<file path="src/rtl/timer_ctrl.sv">
// timer_ctrl: sequencing controller for a repeating up-counter timer
module timer_ctrl #(
  parameter int CNT_W = 32,
  parameter int REP_W = 16
) (
  input  logic             clk,
  input  logic             rst_n,
  input  logic             start,
  input  logic             stop,
  input  logic [CNT_W-1:0] cfg_max_i,
  input  logic [REP_W-1:0] cfg_reps_i,
  input  logic             irq_per_en,
  input  logic             irq_clr,
  input  logic [CNT_W-1:0] tmr_cnt,
  output logic             tmr_en,
  output logic [CNT_W-1:0] tmr_max,
  output logic             period_pulse,
  output logic             done_pulse,
  output logic             irq,
  output logic             busy,
  output logic [REP_W-1:0] reps_left
);
  localparam logic [1:0] IDLE = 2'd0, RUN = 2'd1, RESTART = 2'd2;
  logic [1:0]       state_q, state_d;
  logic             tmr_en_q, tmr_en_d;
  logic [CNT_W-1:0] tmr_max_q, tmr_max_d;
  logic [REP_W-1:0] reps_q, reps_d;
  logic             per_q, per_d, done_q, done_d, irq_q, irq_d, busy_q;
  logic             term;
  assign term = (state_q == RUN) && tmr_en_q && (tmr_cnt >= tmr_max_q);
  // Next state: stop beats start beats terminal count; RESTART spends one
  // cycle with the enable low so the counter is cleared before relatching.
  always_comb begin
    state_d   = state_q;
    tmr_en_d  = tmr_en_q;
    tmr_max_d = tmr_max_q;
    reps_d    = reps_q;
    per_d     = 1'b0;
    done_d    = 1'b0;
    if (stop) begin
      state_d  = IDLE;
      tmr_en_d = 1'b0;
      reps_d   = '0;
      per_d    = term;
    end else if (start && state_q == IDLE) begin
      state_d   = RUN;
      tmr_en_d  = 1'b1;
      tmr_max_d = cfg_max_i;
      reps_d    = cfg_reps_i;
    end else if (start && state_q == RUN) begin
      state_d  = RESTART;
      tmr_en_d = 1'b0;
    end else if (state_q == RESTART) begin
      state_d   = RUN;
      tmr_en_d  = 1'b1;
      tmr_max_d = cfg_max_i;
      reps_d    = cfg_reps_i;
    end else if (term) begin
      per_d = 1'b1;
      if (reps_q == REP_W'(1)) begin
        state_d  = IDLE;
        tmr_en_d = 1'b0;
        reps_d   = '0;
        done_d   = 1'b1;
      end else begin
        tmr_max_d = cfg_max_i;
        reps_d    = (reps_q == '0) ? reps_q : reps_q - REP_W'(1);
      end
    end
    irq_d = done_d | (per_d & irq_per_en) | (irq_q & ~irq_clr);
  end
  // State and output registers, cleared asynchronously
  always_ff @(posedge clk or negedge rst_n) begin
    if (!rst_n) begin
      state_q   <= IDLE;
      tmr_en_q  <= 1'b0;
      tmr_max_q <= '0;
      reps_q    <= '0;
      per_q     <= 1'b0;
      done_q    <= 1'b0;
      irq_q     <= 1'b0;
      busy_q    <= 1'b0;
    end else begin
      state_q   <= state_d;
      tmr_en_q  <= tmr_en_d;
      tmr_max_q <= tmr_max_d;
      reps_q    <= reps_d;
      per_q     <= per_d;
      done_q    <= done_d;
      irq_q     <= irq_d;
      busy_q    <= (state_d != IDLE);
    end
  end
  assign tmr_en       = tmr_en_q;
  assign tmr_max      = tmr_max_q;
  assign period_pulse = per_q;
  assign done_pulse   = done_q;
  assign irq          = irq_q;
  assign busy         = busy_q;
  assign reps_left    = reps_q;
endmodule

</file>
<file path="config.mk">
export PLATFORM = sky130hd
export DESIGN_NAME = timer_ctrl
export DESIGN_NICKNAME = d
export VERILOG_FILES = /design/src/rtl/timer_ctrl.sv
export SDC_FILE = /design/constraint.sdc
export NUM_CORES = 1
export LEC_CHECK = 0
export CAP_MARGIN = 20
export CORE_MARGIN = 2
export CORE_UTILIZATION = 45
export DETAILED_ROUTE_END_ITERATION = 6
export PLACE_DENSITY = 0.79
export SETUP_SLACK_MARGIN = 0.15
export SYNTH_ARGS = -nofsm -noshare
export SYNTH_HDL_FRONTEND = slang
export SYNTH_SLANG_ARGS = --single-unit
export TNS_END_PERCENT = 5
</file>
<file path="constraint.sdc">
create_clock -name clk -period 6.29 [get_ports clk]
set_input_delay 1.258 -clock clk [delete_from_list [all_inputs] [get_ports clk]]
set_output_delay 1.258 -clock clk [all_outputs]
set_load 0.02 [all_outputs]
</file>
==> results.sh, run 1 <==
export IMPL_fmax_ghz=0.2452
export IMPL_drc=0
export IMPL_synth_seq_area_share_pct=33.38
export IMPL_cp_data_arrival_time_ps=4250
export IMPL_ys_ff_latch=55
export IMPL_coreArea_um2=8806
export IMPL_clock_skew_ps=6.823
export IMPL_worst_hold_path_type="flop to flop"
export IMPL_vias_per_cell=6.543
export IMPL_ios=139
export IMPL_max_stage_delay_ps=560
export IMPL_period_share_pct=64.84
export IMPL_track_usage_pct=27.54
export IMPL_die_x_um=99.72
export IMPL_rsz0062_at_grt="false"
export IMPL_grt_pass1_wl_mm=22.20
export IMPL_power_density_nw_per_um2=271.0
export IMPL_synthSimpleGateAreaFrac_pct=10.56
export IMPL_cts_hold_buffers=0
export IMPL_worstSkewPairLatency_ps=320
export IMPL_endpoint_kind="flop"
export IMPL_synth_top_family_by_area="compound AO/OA/AOI/OAI gates"
export IMPL_fin_cells=678
export IMPL_post_dp_cell_area_um2=5592
export IMPL_multi_input_comb_area_um2=2479
export IMPL_grt_pass1_vias=4379
export IMPL_fin_hold_ws_ps=498.5
export IMPL_core_rowCount=34
export IMPL_grt_max_degree=56
export IMPL_min_period_ps=4079
export IMPL_status="finished clean"
export IMPL_synthAdderAreaFrac_pct=10.32
export IMPL_slew_viol_final=0
export IMPL_die_area_um2=9943
export IMPL_cp_start_kind="input pin"
export IMPL_ctsResizeCount=0
export IMPL_totalWireLength_mm=13.73
export IMPL_ctsLongestPathBuffers=2
export IMPL_hold_viol_final=0
export IMPL_dpl_cell_count=669
export IMPL_ys_types=56
export IMPL_first_iter_violations=315
export IMPL_crit_required_ps=6460
export IMPL_synth_compound_area_share_pct=37.42
export IMPL_gp_congestion=0.8824
export IMPL_antenna_left=0
export IMPL_design_area_um2=5719
export IMPL_nFillCells=722
export IMPL_syn_nets=568
export IMPL_initial_utilization_pct=46.82
export IMPL_dr_pass1_iters=5
export IMPL_slowest_stage="or4_1"
export IMPL_critPathKind="input pin to flop"
export IMPL_synth_xor_area_share_pct=0.6373
export IMPL_synthArstFlopShare_pct=100.0
export IMPL_post_cts_buffers=0
export IMPL_ys_flop_type="dfrtp_1"
export IMPL_irDropWorstVdd_mv=0.1419
export IMPL_cp_num_buf_inv=2
export IMPL_final_setup_viol_count=0
export IMPL_drive_gt1_share_pct=5.789
export IMPL_avgSynthCellArea_um2=9.202
export IMPL_worst_slew_pin_slew_ps=1004
export IMPL_synthMuxAreaShare_pct=0.2731
export IMPL_seqCellArea_um2=1376
export IMPL_crit_chain="clkdlybuf4s50_1 -> ha_1 -> nand4_1 -> or4_1 -> o311a_1 -> a211oi_4 -> or2_1 -> buf_4 -> o311ai_0"
export IMPL_fin_nets=689
export IMPL_h_tree_depth=2
export IMPL_max_cap_viol_count=0
export IMPL_max_slew_margin_pct=32.84
export IMPL_dp_final_hpwl_mm=9.810
export IMPL_p_total_mw=1.550
export IMPL_syn_to_final_growth_pct=38.73
export IMPL_clk_pin_slew_ps=100
export IMPL_syn_inst=448
export IMPL_layout_commonest_cell="clkdlybuf4s50_1"
export IMPL_fin_tns_setup_ps=0
export IMPL_cts_tree="yes"
export IMPL_wl_per_cell_um=20.26
export IMPL_post_place_ws_ps=1904
export IMPL_cts_root_buf="clkbuf_8"
export IMPL_vias=4436
export IMPL_setup_slack_ps=2211
export IMPL_n_antenna_cell=0
export IMPL_antenna_found_initial=0
export IMPL_p_leak_nw=2.303
export IMPL_netlist_area_um2=4123
export IMPL_cts_sinks=55
export IMPL_die_y_um=99.72
export IMPL_port_buffers=138
export IMPL_grt_overflow=0
export IMPL_final_core_util_pct=64.95
export IMPL_layout_common_cells="137 x clkdlybuf4s50_1, 55 x dfrtp_1, 46 x o211ai_1"
export IMPL_synth_edf_count=0
export IMPL_crit_family="simple AND/OR/NAND/NOR gates"
export IMPL_cp_max_fo=26
export IMPL_synth_warnings=0
export IMPL_cts_buffers=5
-- worst paths after layout --
kind | start | endpoint | slack (ps) | cells after the start
max | tmr_cnt[14] | tmr_max[24]$_DFFE_PN0P_ | 2210 | 9
min | irq$_DFF_PN0_ | irq$_DFF_PN0_ | 500 | 2
max reg2reg | tmr_max[13]$_DFFE_PN0P_ | tmr_max[24]$_DFFE_PN0P_ | 3110 | 9
min reg2reg | irq$_DFF_PN0_ | irq$_DFF_PN0_ | 500 | 2
max in group asynchronous | rst_n | tmr_max[8]$_DFFE_PN0P_ | 4720 | 2
min in group asynchronous | rst_n | tmr_max[2]$_DFFE_PN0P_ | 1060 | 2
-- kinds of logic (layout without fill, tap and decap cells) --
group | after synthesis | after routing
flip-flops | 55 | 55
buffers and inverters | 76 | 198
XOR/XNOR | 3 | 3
multiplexers | 1 | 1
adder cells (fa/ha/maj) | 34 | 34
AND/OR/NAND/NOR | 85 | 85
AO/OA/AOI/OAI | 194 | 194
-- Yosys cell counts, drive strengths merged, types with 2 or more instances --
master	n	area [um^2]
dfrtp	55	1376
o211ai	47	357.8
inv	42	157.7
a22oi	35	262.8
ha	34	425.4
o311ai	33	289.0
clkbuf	23	86.33
nor2	20	75.07
nand2	19	71.32
a21oi	17	96.35
o2111ai	13	113.9
buf	11	61.30
nand3	9	45.04
nand4	9	56.30
a32oi	8	70.07
o21ai	6	33.78
a21o	5	37.54
nor3	5	25.02
o21a	5	37.54
a32o	4	40.04
nor2b	4	25.02
a211oi	3	40.04
and2	3	18.77
nand2b	3	18.77
nor4	3	33.78
or2	3	18.77
and3	2	12.51
o21bai	2	15.01
o311a	2	20.02
o31a	2	17.52
o41a	2	22.52
o41ai	2	17.52
or3	2	12.51
or4	2	15.01
xnor2	2	17.52
-- routing by layer --
layer | track usage (%) | vias up | share of wire (%)
met5 | 0 | - | 0
met4 | 11.06 | 0 | 3.5
met3 | 4.638 | 40 | 7.2
met2 | 44.59 | 236 | 49
met1 | 36.74 | 2135 | 40
li1 | - | 2025 | -
-- worst min-delay path: stages (launching register included) --
cell,delay (ps)
dfrtp_1,360
nand2b_1,60
o41ai_1,60
-- state kept, by name (all words and copies together) (netlist names) --
register and flops:
tmr_max 32, reps_left 16, state_q 2, busy 1, done_pulse 1, irq 1, period_pulse 1, tmr_en 1
-- power breakdown --
part	leakage, nW	total, mW	internal [mW]	switching [mW]
combinational	1.59	0.798	0.365	0.433
clock	0.0515	0.223	0.101	0.122
sequential	0.662	0.529	0.434	0.0949
-- layout make-up --
| type | instances | share of cell area [%] |
|---|---|---|
| Multi-Input combinational cell | 317 | 43.34 |
| Timing Repair Buffer | 148 | 25.73 |
| Sequential cell | 55 | 24.06 |
| Inverter | 42 | 2.757 |
| Tap cell | 108 | 2.363 |
| Clock buffer | 8 | 1.750 |
Power figures use the tool's default switching activity.
==> run 2: changes to the inputs <==
clock period = 4.1 ns   (was 6.29 ns; I/O delays follow)
==> run 2 against run 1 <==
Effect of this change: routed wire length down 2.3%; critical endpoint is now reps_left[11]$_DFFE_PN0P_; register-to-register slack worse by 2000 ps; power up 53%; sequential share of layout area down 0.19 points; sequential power up 54%; critical path depth down 1.
==> results.sh, run 2 (synthesis gave the netlist of run 1 again) <==
export IMPL_drive_gt1_share_pct=6.783
export IMPL_core_rowCount=34
export IMPL_worst_hold_path_type="input pin to async pin"
export IMPL_endpoint_kind="flop"
export IMPL_irDropWorstVdd_mv=0.2285
export IMPL_min_period_ps=3382
export IMPL_syn_to_final_growth_pct=39.85
export IMPL_worst_slew_pin_slew_ps=716.9
export IMPL_h_tree_depth=2
export IMPL_ctsResizeCount=0
export IMPL_grt_max_degree=44
export IMPL_vias_per_cell=6.482
export IMPL_grt_pass1_vias=4347
export IMPL_setup_slack_ps=717.8
export IMPL_cts_buffers=5
export IMPL_drc=0
export IMPL_period_share_pct=82.49
export IMPL_cts_sinks=55
export IMPL_grt_overflow=0
export IMPL_crit_required_ps=4320
export IMPL_post_dp_cell_area_um2=5642
export IMPL_worstSkewPairLatency_ps=320
export IMPL_design_area_um2=5766
export IMPL_cts_root_buf="clkbuf_8"
export IMPL_slew_viol_final=0
export IMPL_clock_skew_ps=16.59
export IMPL_critPathKind="input pin to flop"
export IMPL_max_cap_viol_count=0
export IMPL_final_setup_viol_count=0
export IMPL_cts_tree="yes"
export IMPL_die_y_um=99.72
export IMPL_p_leak_nw=2.327
export IMPL_met3_usage_pct=4.006
export IMPL_initial_utilization_pct=46.82
export IMPL_max_slew_margin_pct=51.69
export IMPL_power_density_nw_per_um2=411.1
export IMPL_p_total_mw=2.370
export IMPL_top_usage_layer="met2"
export IMPL_cp_data_arrival_time_ps=3600
export IMPL_dp_final_hpwl_mm=9.948
export IMPL_clk_pin_slew_ps=110
export IMPL_vias=4427
export IMPL_track_usage_pct=26.77
export IMPL_crit_chain="clkdlybuf4s50_1 -> ha_1 -> nand4_1 -> or4_1 -> o311a_1 -> a21o_1 -> o211ai_2 -> mux2_2"
export IMPL_coreArea_um2=8806
export IMPL_nFillCells=724
export IMPL_largest_reg_flops=32
export IMPL_ios=139
export IMPL_post_cts_buffers=0
export IMPL_cts_hold_buffers=0
export IMPL_layout_common_cells="137 x clkdlybuf4s50_1, 55 x dfrtp_1, 46 x o211ai_1"
export IMPL_wl_per_cell_um=19.65
export IMPL_dr_pass1_iters=5
export IMPL_hold_viol_final=0
export IMPL_slowest_stage="or4_1"
export IMPL_n_antenna_cell=0
export IMPL_totalWireLength_mm=13.42
export IMPL_cp_max_fo=7
export IMPL_antenna_left=0
export IMPL_antenna_found_initial=0
export IMPL_cp_start_kind="input pin"
export IMPL_post_place_ws_ps=385.7
export IMPL_rsz0062_at_grt="false"
export IMPL_die_area_um2=9943
export IMPL_grt_use_met2_pct=43.09
export IMPL_layout_commonest_cell="clkdlybuf4s50_1"
export IMPL_fin_nets=694
export IMPL_port_buffers=138
export IMPL_grt_pass1_wl_mm=21.72
export IMPL_use_met1_pct=36.92
export IMPL_ctsLongestPathBuffers=2
export IMPL_fmax_ghz=0.2957
export IMPL_fin_tns_setup_ps=0
export IMPL_fin_hold_ws_ps=299.6
export IMPL_max_stage_delay_ps=540
export IMPL_gp_congestion=0.9416
export IMPL_first_iter_violations=341
export IMPL_status="finished clean"
export IMPL_die_x_um=99.72
==> run 2: worst paths after layout <==
check                                           from                        end  slack, ps  depth (start not counted)
max                                      tmr_cnt[14]  reps_left[11]$_DFFE_PN0P_        720                          8
min                                            rst_n    tmr_max[27]$_DFFE_PN0P_        300                          1
max reg2reg                reps_left[10]$_DFFE_PN0P_  reps_left[13]$_DFFE_PN0P_       1100                          6
min reg2reg                            irq$_DFF_PN0_              irq$_DFF_PN0_        510                          2
max in group asynchronous                      rst_n    tmr_max[11]$_DFFE_PN0P_       3120                          3
min in group clk                       irq$_DFF_PN0_              irq$_DFF_PN0_        510                          2
==> run 2: layout make-up <==
cell class                 count  area, um^2  area share [%]
clock buffer                   7       96.34           1.671
clock inverter                 1       7.507          0.1302
inverter                      42       157.7           2.734
multi-input combinational    317        2479           42.99
sequential                    55        1376           23.87
tap                          108       135.1           2.344
timing repair buffer         153        1514           26.26
==> run 2: stage by stage <==
step                cells  util [%]
floorplan             448         -
global placement      674     64.07
detailed placement    674     64.07
CTS                   682     65.25
global route          683     65.47
finish                683     65.47
==> run 2: report_power, final <==
group | internal [mW] | switching, mW
Combinational | 0.561 | 0.655
Clock | 0.154 | 0.185
Sequential | 0.666 | 0.148
Total | 1.38 | 0.988
==> run 2: metal layers <==
metal	wire, um	vias up
met5	0	-
met4	336	0
met3	927	28
met2	6518	209
met1	5641	2154
li1	-	2036
==> run 2: worst max-delay path, delay by kind of cell <==
family	cells	cell delay (ps)
compound gates	3	990
fa+ha+maj	1	310
buf+inv	1	420
mux	1	370
simple gates	2	680
==> run 3: changes to the inputs <==
clock period = 3.2 ns   (was 4.1 ns; I/O delays follow)
==> run 3 against run 2 <==
Effect of this change: setup slack lost 550 ps; sequential share of layout area shrank 1.3 points; flip-flop and latch count is the same; via count grew 2.4%; first-iteration DRC count grew 3.8%; final area grew 5.6%; power grew 32%; non-clock buffer count grew 20; die area is the same; clock-buffer cell count shrank 1; routed wire length grew 7.8%; critical path type unchanged; largest cell class unchanged; highest routed layer unchanged.
==> results.sh, run 3 (synthesis gave the netlist of run 1 again) <==
export IMPL_die_y_um=99.72
export IMPL_cp_start_kind="input pin"
export IMPL_grt_pass1_vias=4627
export IMPL_fin_cells=702
export IMPL_hold_viol_final=0
export IMPL_pwr_share_clk_pct=13.1
export IMPL_antenna_found_initial=0
export IMPL_swShare_pct=42.06
export IMPL_dp_final_hpwl_mm=10.36
export IMPL_crit_required_ps=3380
export IMPL_vias_per_cell=6.456
export IMPL_grt_overflow=0
export IMPL_max_stage_delay_ps=510
export IMPL_syn_to_final_growth_pct=47.68
export IMPL_post_place_ws_ps=-169.8
export IMPL_vias=4532
export IMPL_endpoint_kind="flop"
export IMPL_fmax_ghz=0.3297
export IMPL_final_core_util_pct=69.14
export IMPL_p_switching_mw=1.314
export IMPL_cp_max_fo=6
export IMPL_startpoint="tmr_cnt[4]"
export IMPL_layout_commonest_cell="clkdlybuf4s50_1"
export IMPL_design_area_um2=6088
export IMPL_cts_tree="yes"
export IMPL_h_tree_depth=2
export IMPL_fin_hold_ws_ps=321.9
export IMPL_cts_sinks=55
export IMPL_totalWireLength_mm=14.48
export IMPL_port_buffers=138
export IMPL_cts_buffers=5
export IMPL_layout_common_cells="129 x clkdlybuf4s50_1, 55 x dfrtp_1, 46 x o211ai_1"
export IMPL_drive_gt1_share_pct=11.45
export IMPL_p_total_mw=3.125
export IMPL_max_cap_viol_count=0
export IMPL_p_leak_nw=2.523
export IMPL_worstSkewPairLatency_ps=310
export IMPL_r2r_cells=9
export IMPL_clock_skew_ps=16.54
export IMPL_grt_max_degree=35
export IMPL_crit_family="simple AND/OR/NAND/NOR gates"
export IMPL_slew_viol_final=0
export IMPL_ios=139
export IMPL_max_slew_margin_pct=57.10
export IMPL_initial_utilization_pct=46.82
export IMPL_clk_pin_slew_ps=110
export IMPL_n_antenna_cell=0
export IMPL_period_share_pct=94.78
export IMPL_worst_slew_pin_slew_ps=636.5
export IMPL_cp_num_buf_inv=2
export IMPL_track_usage_pct=28.16
export IMPL_slowest_stage="or4_4"
export IMPL_irDropWorstVdd_mv=0.2623
export IMPL_status="finished clean"
export IMPL_setup_slack_ps=167.1
export IMPL_rsz0062_at_grt="true"
export IMPL_worstReg2RegEnd="tmr_max[21]$_DFFE_PN0P_"
export IMPL_power_frac_seq_pct=33.4
export IMPL_dpl_cell_count=691
export IMPL_p_comb_share_pct=53.4
export IMPL_antenna_left=0
export IMPL_final_setup_viol_count=0
export IMPL_coreArea_um2=8806
export IMPL_power_density_nw_per_um2=513.2
export IMPL_largest_reg_flops=32
export IMPL_worst_hold_path_type="input pin to async pin"
export IMPL_critPathKind="input pin to flop"
export IMPL_min_period_ps=3033
export IMPL_timing_rr_start="tmr_max[13]$_DFFE_PN0P_"
export IMPL_ctsLongestPathBuffers=2
export IMPL_wl_per_cell_um=20.62
export IMPL_die_x_um=99.72
export IMPL_cp_data_arrival_time_ps=3210
export IMPL_drc=0
export IMPL_cts_hold_buffers=0
export IMPL_crit_chain="clkdlybuf4s50_1 -> ha_1 -> nand2_1 -> or4_4 -> o311a_4 -> a211oi_4 -> or2_4 -> clkbuf_16 -> o311ai_1"
export IMPL_intPower_mw=1.810
export IMPL_fin_nets=714
export IMPL_first_iter_violations=354
export IMPL_cts_root_buf="clkbuf_8"
export IMPL_dr_pass1_iters=4
export IMPL_grt_pass1_wl_mm=22.79
export IMPL_fin_tns_setup_ps=0
export IMPL_core_rowCount=34
export IMPL_die_area_um2=9943
export IMPL_reg2reg_slack_ps=350
export IMPL_gp_congestion=0.8910
export IMPL_post_dp_cell_area_um2=5769
==> run 3: cell types whose count changed in the layout (fill, tap and decap cells not counted), moves of 2 or more <==
| cell | previous run | this run |
|---|---|---|
| buf_6 | 0 | 2 |
| dlymetal6s2s_1 | 0 | 8 |
| ha_1 | 34 | 29 |
| o311ai_0 | 5 | 3 |
| clkbuf_16 | 0 | 3 |
| clkdlybuf4s50_1 | 137 | 129 |
| ha_4 | 0 | 5 |
| buf_4 | 13 | 26 |
| buf_8 | 0 | 2 |
==> run 3: final cells by class <==
type | count | area [um^2]
multi-input combinational | 317 | 2572
sequential | 55 | 1376
timing repair buffer | 173 | 1759
tap | 108 | 135.1
fill | 667 | 2718
inverter | 42 | 157.7
clock inverter | 1 | 5.005
clock buffer | 6 | 82.58
==> run 3: worst max path at each step <==
stage | end | slack [ps] | cells after the start
after floorplan | tmr_max[10]$_DFFE_PN0P_ | 350 | 9
after detailed placement | tmr_max[25]$_DFFE_PN0P_ | -170 | 9
after global routing | tmr_max[12]$_DFFE_PN0P_ | 120 | 9
after global placement | tmr_max[24]$_DFFE_PN0P_ | -120 | 9
final | tmr_max[21]$_DFFE_PN0P_ | 170 | 9
after CTS | tmr_max[25]$_DFFE_PN0P_ | 150 | 9
==> run 3: power by group through the flow <==
stage / logic (mW) / registers, mW / clock network (mW)
global route: 1.81 / 1.07 / 0.436
CTS: 1.60 / 1.04 / 0.405
global placement: 1.54 / 1.05 / 0
detailed placement: 1.59 / 1.05 / 0
floorplan: 0.683 / 1.21 / 0
finish: 1.67 / 1.04 / 0.411
==> run 3: repair_timing <==
action | CTS | global route
cloned | 0 | 3
buffers inserted | 0 | 1
endpoints found under the setup margin | 2 | 51
pin swaps | 0 | 15
resized for setup | 0 | 30
==> run 3: metal layers <==
metal,share of wire [%],vias to the layer above,global-route usage [%]
li1,-,2087,-
met4,3.2,0,9.800
met2,48,236,46.73
met3,7.6,39,4.919
met5,0,-,0
met1,41,2170,37.10
==> run 3: worst reg2reg max path: cells and delay by family (launching register included) <==
kind	cells	cell delay, ps
and+or+nand+nor	3	940
adders and majority gates	1	280
AOI/OAI and AO/OA	3	830
DFF	1	390
buffers and inverters	2	280
